===== src/rtl/crc16_pkg.sv =====
// ----------------------------------------------------------------------------
// crc16_pkg
// Shared constants for the CRC16-MODBUS frame checker and its byte-update
// helper.
//   CRC16_POLY / CRC16_INIT : reflected MODBUS polynomial and seed
//   ERR_*                   : err_code values reported at end of frame
//   state_t                 : frame checker FSM encoding
// ----------------------------------------------------------------------------
package crc16_pkg;

  localparam logic [15:0] CRC16_POLY = 16'hA001;
  localparam logic [15:0] CRC16_INIT = 16'hFFFF;

  localparam logic [1:0] ERR_NONE    = 2'd0;
  localparam logic [1:0] ERR_CRC     = 2'd1;
  localparam logic [1:0] ERR_LEN     = 2'd2;
  localparam logic [1:0] ERR_TIMEOUT = 2'd3;

  typedef enum logic [2:0] {
    IDLE    = 3'd0,
    PAYLOAD = 3'd1,
    CRC_LO  = 3'd2,
    CRC_HI  = 3'd3,
    DONE    = 3'd4
  } state_t;

endpackage


===== src/rtl/crc16_byte_update.sv =====
// ----------------------------------------------------------------------------
// crc16_byte_update
// Purely combinational CRC16-MODBUS update of one byte, LSB first, using the
// reflected polynomial. Eight shift/XOR steps, unrolled by the loop.
//   crc_in  [15:0] : running CRC before this byte
//   data    [7:0]  : byte to fold in
//   crc_out [15:0] : running CRC after this byte
// ----------------------------------------------------------------------------
module crc16_byte_update
  import crc16_pkg::*;
(
  input  logic [15:0] crc_in,
  input  logic [7:0]  data,
  output logic [15:0] crc_out
);

  logic [15:0] c;

  always_comb begin
    c = crc_in ^ {8'h00, data};
    for (int i = 0; i < 8; i++) begin
      c = c[0] ? ((c >> 1) ^ CRC16_POLY) : (c >> 1);
    end
    crc_out = c;
  end

endmodule


===== config.mk =====
export PLATFORM = sky130hd
export DESIGN_NAME = crc16_byte_update
export DESIGN_NICKNAME = d
export VERILOG_FILES = /design/src/rtl/crc16_pkg.sv /design/src/rtl/crc16_byte_update.sv
export SDC_FILE = /design/constraint.sdc
export NUM_CORES = 1
export LEC_CHECK = 0
export ABC_AREA = 1
export BUFFER_PORTS_ARGS = -buffer_cell sky130_fd_sc_hd__buf_2
export CORE_AREA = 2 2 39 41
export DETAILED_ROUTE_END_ITERATION = 10
export DIE_AREA = 0 0 41 43
export PLACE_DENSITY = 0.88
export SYNTH_ARGS = -nofsm -noshare
export SYNTH_HDL_FRONTEND = slang
export SYNTH_SLANG_ARGS = --single-unit
export TNS_END_PERCENT = 10

===== constraint.sdc =====
create_clock -name vclk -period 2.8
set_input_delay 0.14 -clock vclk [all_inputs]
set_output_delay 0.14 -clock vclk [all_outputs]
set_load 0.01 [all_outputs]

==> results.md, run 1 <==
- Summed over all nets, the switching power comes to 143.5 uW.
- The final wirelength is 1065 um.
- The detail route stage leaves a number of antenna-violating nets equal to 0.
- The die covers 0.001763 mm^2.
- After layout, the worst path uses 63.53% of the clock period.
- The critical path starts at data[0].
- Setup repair after global routing left no endpoint under its margin.
- The total count of max-transition violations in the final report came to 0.
- The highest attainable clock frequency is 0.5622 GHz.
- Post-CTS timing repair inserted 0 buffers for setup.
- Once the floorplan was initialized, standard cells occupied 35.99% of the core.
- The time the worst path needs with I/O delays and setup is 1.779 ns.
- The layout has 0 clock buffers.
- The initial antenna violation count is 0.
- After filler insertion, the fill cell instance count of the layout stands at 155.
- Relative to the synthesized area, the layout overhead comes to 26.63%.
- The first global-routing pass estimated 1766 um of wire.
- The endpoint required time on the critical path is 2.66 ns.
- Across the VDD grid, the largest voltage drop is 0.0001472 V.
- The floorplan core area is 0.001384 mm^2.
- The largest net degree at the start of global routing is 5.
- The share of total power in combinational logic is 100.0%.
- The number of vias per cell after detailed routing is 4.475.
- The kind of path behind the tightest hold check is input pin to output port.
- The number of global-route vias before repair is 480.
- The clock network burns 0% of the power.
- The synthesized netlist devotes 0% of its cell area to compound gates.
- In the final timing run, aggregate negative setup slack is 0 ns.
- The post-synthesis share of cell area spent on xor and xnor gates is 24.37%.
- The cell that appears most often on the critical path is sky130_fd_sc_hd__nand2_2.
- The maximum fanout along the worst path is 4.
- The number of search-and-repair iterations in the first detailed-routing pass is 4.
- The layout sequential cell count is 0.
- The post-synthesis average cell area is 6.467 um^2.
- The finished layout holds 118 standard cells, fillers aside.
- The number of distinct library cells after synthesis is 11.
- Buffers inserted to repair hold after CTS numbered 0.
- The vertical die dimension is 43 um.
- The remaining design rule violation count is 0.
- The flow ran to the end, and the final reports show no timing, DRC or antenna violations.
- The capturing element type of the critical path is an output port.
- After synthesis, the largest family of logic cells by area is simple AND/OR/NAND/NOR gates.
- The via count is 528.
- The worst-margin pin slew is 0.3825 ns.
- The die is 41 um wide.
- Summing the sequential cell areas from Yosys gives 0% of the chip area.
- The warning count from the yosys run is 0.
- The footprint of the flip-flops and latches is 0 um^2.
- The final layout contains 128 nets.
- The type of the worst setup path is input pin to output port.
- Post-CTS repair changed the size of 0 cells.
- The number of core rows is 14.
- The cell area that synthesis handed to floorplanning was 498.0 um^2.
- For this design the ratio of total power to cell area is 383.0 mW/mm^2.
- The congestion estimate from routability-driven global placement came to 0.7204.
- The number of buffer cells added on primary ports is 30.
- The fraction of final layout cells with drive strength greater than 1 is 48.04%.
- STA puts the critical path data arrival time at 1.64 ns.
- The standard cell with the maximum stage delay on the critical path is sky130_fd_sc_hd__nand2_2.
- Net switching is 59.44% of the power.
- The total nets after synthesis is 101.
- The design internal power is 97.96 uW.
- After synthesis, the share of cell area in mux cells is 0%.
- The synthesized instance count is 77.
- The reported leakage power is 0.3955 nW.
- 40 I/O pins were placed.
- Walking the worst path, the cells encountered are buf_2, inv_1, nand2_1, nand2_2, nand2_4, nand3_1, nand3_2, nand2_2, nand2_2, nand3_2, nand3_4, nand2_4, nand2_2, nand3_1, nand2_1, buf_2.
- Per report_power, the sequential group accounts for 0% of the total.
- The max-capacitance violation count is 0.
- The number of hold violations in the final report is 0.
- Dividing the detail-routed wire length by the instance count gives 9.025 um.
- The HPWL after detailed placement is 983.3 um.
- The critical path ends at crc_out[13].
- The total global-route track usage is 13.19%.
- The count of final setup violators is 0.
- The placed cell count is 118.
- The delay of the slowest cell on the worst path is 0.14 ns.
- Summing the areas of all and, or, nand and nor instances in the mapped netlist gives 59.05% of the synthesized area.
- Global routing finished with a remaining overflow of 0.
- STA classifies the critical path startpoint as an input pin.
- The number of antenna diodes in the final layout is 0.
- The first routing iteration left 8 violations.
- After Yosys synthesis, full adders, half adders and majority gates account for 0% of the synthesized area.
- The worst pin sits at a relative slew slack of 74.32%.
-- critical path: cells and delay by family --
kind                   cells  cell delay, ns
AND/OR/NAND/NOR           13            1.17
buffers and inverters      3            0.31
-- layer usage --
metal	vias up	share of wire [%]	GRT usage, %
li1	286	-	-
met1	228	38	15.19
met2	14	57	25.94
met3	0	4.6	0.5236
met4	0	0	0
met5	-	0	0
-- cells in the mapped netlist --
library cell | count | area [um^2]
sky130_fd_sc_hd__nand2_4 | 3 | 33.78
sky130_fd_sc_hd__xor2_1 | 9 | 78.83
sky130_fd_sc_hd__inv_1 | 12 | 45.04
sky130_fd_sc_hd__nand2_2 | 7 | 43.79
sky130_fd_sc_hd__xnor2_1 | 3 | 26.28
sky130_fd_sc_hd__nand2_1 | 19 | 71.32
sky130_fd_sc_hd__xnor2_2 | 1 | 16.27
sky130_fd_sc_hd__nand3_4 | 2 | 35.03
sky130_fd_sc_hd__nand3_1 | 10 | 50.05
sky130_fd_sc_hd__nand3_2 | 6 | 60.06
sky130_fd_sc_hd__buf_4 | 5 | 37.54
-- placed cells by master (no fill, tap or decap) --
cell type                 count
sky130_fd_sc_hd__xnor2_1      3
sky130_fd_sc_hd__buf_2       30
sky130_fd_sc_hd__nand2_1     19
sky130_fd_sc_hd__inv_1       12
sky130_fd_sc_hd__nand2_4      3
sky130_fd_sc_hd__xor2_1       9
sky130_fd_sc_hd__nand3_2      6
sky130_fd_sc_hd__nand3_4      2
sky130_fd_sc_hd__nand2_2      7
sky130_fd_sc_hd__nand3_1     10
sky130_fd_sc_hd__xnor2_2      1
-- area by class of cell --
type               count  area [um^2]  share of cell area, %
multi-input cells     60        415.4                  65.87
repair buffers        30        150.1                  23.81
inverters             12        45.04                  7.143
well taps             16        20.02                  3.175
-- stage by stage --
| step | setup WS (ns) | instance area (um^2) | hold slack [ns] | total power [mW] | utilization [%] |
|---|---|---|---|---|---|
| 2_1_floorplan | 1.337 | 498.0 | 0.3601 | 0.1720 | - |
| 3_3_place_gp | 1.105 | 630.6 | 0.2801 | 0.2350 | 45.57 |
| 3_5_place_dp | 1.011 | 630.6 | 0.2801 | 0.2433 | 45.57 |
| 4_1_cts | 1.014 | 630.6 | 0.2801 | 0.2438 | 45.57 |
| 5_1_grt | 0.8034 | 630.6 | 0.2800 | 0.2688 | 45.57 |
| 6_report | 1.021 | 630.6 | 0.2800 | 0.2415 | 45.57 |
-- how the worst min path moves through the flow --
stage                     from    endpoint  slack (ns)  depth (start not counted)
global route        crc_in[10]  crc_out[2]        0.28                          0
CTS                  crc_in[9]  crc_out[1]        0.28                          0
finish              crc_in[10]  crc_out[2]        0.28                          0
global placement     crc_in[9]  crc_out[1]        0.28                          0
floorplan           crc_in[14]  crc_out[6]        0.36                          1
detailed placement   crc_in[9]  crc_out[1]        0.28                          0
-- cell families after synthesis --
| family | Yosys count |
|---|---|
| simple gates | 47 |
| buf+inv | 17 |
| xor+xnor | 13 |
-- power by group through the flow --
stage               Clock, mW  Combinational (mW)  Sequential [mW]
finish                      0               0.242                0
global route                0               0.269                0
CTS                         0               0.244                0
detailed placement          0               0.243                0
global placement            0               0.235                0
floorplan                   0               0.172                0
Note: power is estimated with default switching activity, not from simulation.
==> run 2: changes to the inputs <==
Settings changed: ABC_AREA 1 to 0, PLACE_DENSITY 0.88 to 0.73.
Clock period 2.8 ns to 1.6 ns, I/O delays scaled along.
==> results.md, run 2 <==
- The filler-free cell count of the finished design is 73 (-38%).
- The power density normalized to cell area is 916.8 mW/mm^2 (+140%).
- The area share of the largest cell type after synthesis is 37.67% (+22 points).
- Compared with the post-synthesis result, the final layout area differs by 55.61%.
- The arrival time reported for the critical path endpoint is 1.38 ns (-0.26 ns).
- Yosys attributes the largest share of cell area to sky130_fd_sc_hd__xnor2_1 (38%), sky130_fd_sc_hd__xor2_1 (22%), sky130_fd_sc_hd__buf_4 (13%), sky130_fd_sc_hd__xnor2_2 (12%), sky130_fd_sc_hd__xnor3_1 (8.1%).
- The count of inserted antenna diode cells is 0 (unchanged).
- The endpoint of the worst setup timing path is crc_out[0].
- The critical path in this run is classified as input pin to output port.
- The warning count from the yosys run came to 0 (unchanged).
- The fraction of final layout cells with drive strength greater than 1 was 63.16% (+15 points).
- The layout sequential cell count is 0 (unchanged).
- The average wire length per cell after detail routing came to 7.370 um (-18%).
- The number of core rows is 14 (unchanged).
- The floorplan core area was 0.001384 mm^2 (unchanged).
- The largest net degree at the start of global routing is 4 (-1).
- The reported leakage power came to 0.2291 nW (-42%).
- The total nets after synthesis is 53 (-48%).
- The synthesized instance count is 29 (-62%).
- The count of final setup violators is 0 (unchanged).
- The total global-route track usage is 6.212% (-7.0 points).
- The final wirelength came to 538 um (-49%).
- The number of search-and-repair iterations in the first detailed-routing pass was 1 (-3).
- The number of distinct library cells after synthesis came to 7 (-4).
- The remaining max-slew budget at the tightest pin is 76.78% (+2.5 points).
- In the layout the commonest cells are sky130_fd_sc_hd__buf_2 (30), sky130_fd_sc_hd__xnor2_1 (12), sky130_fd_sc_hd__xor2_1 (7), sky130_fd_sc_hd__buf_4 (3), sky130_fd_sc_hd__xnor2_2 (2).
- The post-synthesis average cell area is 9.621 um^2 (+49%).
- The number of buffers added to fix hold violations after cts was 0 (unchanged).
- The final core utilization was 31.37% (-14 points).
- The residual overflow from global routing is 0 (unchanged).
- The total count of max-transition violations in the final report is 0 (unchanged).
- In this run the worst setup path begins at data[2].
- The final hold slack is 0.1600 ns (-0.1200 ns).
- The final period utilization is 91.49%.
- The final-layout clock buffer total is 0 (unchanged).
- The initial antenna violation count came to 0 (unchanged).
- The number of nets in the final layout is 83 (-35%).
- The post-cts sizing count is 0 (unchanged).
- By instance count, the leading cell after synthesis is sky130_fd_sc_hd__xnor2_1.
- The number of hold violations in the final report is 0 (unchanged).
- The post-route setup TNS is 0 ns (unchanged).
- The maximum fanout along the worst path is 3 (-1).
- The HPWL after detailed placement is 538.3 um (-45%).
- The endpoint required time on the critical path is 1.52 ns (-1.14 ns).
- STA classifies the critical path startpoint as an input pin.
- STA classifies the critical path endpoint as an output port.
- The die outline area was 0.001763 mm^2 (unchanged).
- Static timing analysis puts the maximum clock frequency at 0.6831 GHz.
- The die boundary width was 41 um (unchanged).
- The wire length of the first global-routing pass is 834 um (-53%).
- The worst-margin pin slew came to 0.3471 ns (-0.03541 ns).
- The number of DRC markers in iteration 0 was 0 (-8).
- Counting instances in the post-synthesis netlist gives the leading cell types as sky130_fd_sc_hd__xnor2_1 (12), sky130_fd_sc_hd__xor2_1 (7), sky130_fd_sc_hd__buf_4 (5).
- The cell area after technology mapping came to 279.0 um^2 (-44%).
- The vertical die dimension came to 43 um (unchanged).
- The footprint of the flip-flops and latches is 0 um^2 (unchanged).
- The number of vias per cell after detailed routing came to 3.603 (-19%).
- The starting density of the core is 20.16% (-16 points).
- The number of buffer cells added on primary ports is 30 (unchanged).
- The flow ran to the end, and the final reports show no timing, DRC or antenna violations.
- The path class of the tightest hold or removal check is input pin to output port.
- Leaving out fill and tap cells, the most frequent cell in the layout is sky130_fd_sc_hd__buf_2.
- The number of global-route vias before repair was 243 (-49%).
- The maximum vdd drop came to 0.0002687 V (+83%).
- The post-CTS setup repair buffer count is 0 (unchanged).
- The via count is 263 (-50%).
- The max-capacitance violation count came to 0 (unchanged).
- The global placement routability congestion is 0.5157 (-28%).
- The proportion of synthesized chip area in sequential cells is 0% (unchanged).
- Counting I/O delays and the setup requirement, the final critical path takes 1.464 ns.
- The remaining number of nets flagged by the antenna check after routing came to 0 (unchanged).
- Setup repair after global routing left no endpoint under its margin.
- The placed cell count was 73 (-38%).
- The biggest area contributor in the post-synthesis netlist is sky130_fd_sc_hd__xnor2_1.
- The number of placed I/O pins came to 40 (unchanged).
- The remaining design rule violation count came to 0 (unchanged).
==> run 2: cell types whose count changed in the layout (fill, tap and decap cells not counted), sizes merged <==
cell	previous run	this run
buf	30	33
xnor2	4	14
inv	12	1
nand2	29	0
nand3	18	0
xor2	9	8
xnor3	0	1
==> run 2: critical path, cell delays in order <==
cell                      delay [ns]
sky130_fd_sc_hd__buf_2          0.10
sky130_fd_sc_hd__xnor2_1        0.25
sky130_fd_sc_hd__xor2_1         0.35
sky130_fd_sc_hd__xnor2_1        0.22
sky130_fd_sc_hd__xnor3_1        0.25
sky130_fd_sc_hd__buf_2          0.15
==> run 2: final cells by class <==
| cell class | count | area [um^2] |
|---|---|---|
| repair buffers | 33 | 172.7 |
| fillers | 152 | 949.7 |
| multi-input cells | 23 | 237.7 |
| well taps | 16 | 20.02 |
| inverters | 1 | 3.754 |
==> run 2: through the flow <==
stage | total power, mW | area [um^2] | setup WS, ns
6_report | 0.3980 | 434.2 | 0.1361
3_3_place_gp | 0.3986 | 434.2 | 0.1419
5_1_grt | 0.4373 | 434.2 | 0.04627
2_1_floorplan | 0.2561 | 279.0 | 0.3231
3_5_place_dp | 0.4056 | 434.2 | 0.1063
4_1_cts | 0.4065 | 434.2 | 0.1039
==> run 2: kinds of logic after synthesis <==
kind of cell	synth area share [%]
buf+inv	14.80
xor+xnor	85.20
==> run 2: worst min path at each step <==
stage | start | end | slack [ns] | depth (start not counted)
finish | crc_in[9] | crc_out[1] | 0.16 | 0
global route | crc_in[11] | crc_out[3] | 0.16 | 0
CTS | crc_in[9] | crc_out[1] | 0.16 | 0
detailed placement | crc_in[9] | crc_out[1] | 0.16 | 0
global placement | crc_in[9] | crc_out[1] | 0.16 | 0
floorplan | crc_in[15] | crc_out[7] | 0.24 | 1
==> run 2: metal layers <==
metal / part of all wire [%] / track usage, %
met5: 0 / 0
met4: 0 / 0
met3: 15 / 0
met2: 51 / 12.81
met1: 33 / 6.709
==> run 2: power breakdown <==
group	total (mW)	switching [mW]	internal (mW)
Clock	0	0	0
Sequential	0	0	0
Combinational	0.398	0.184	0.214
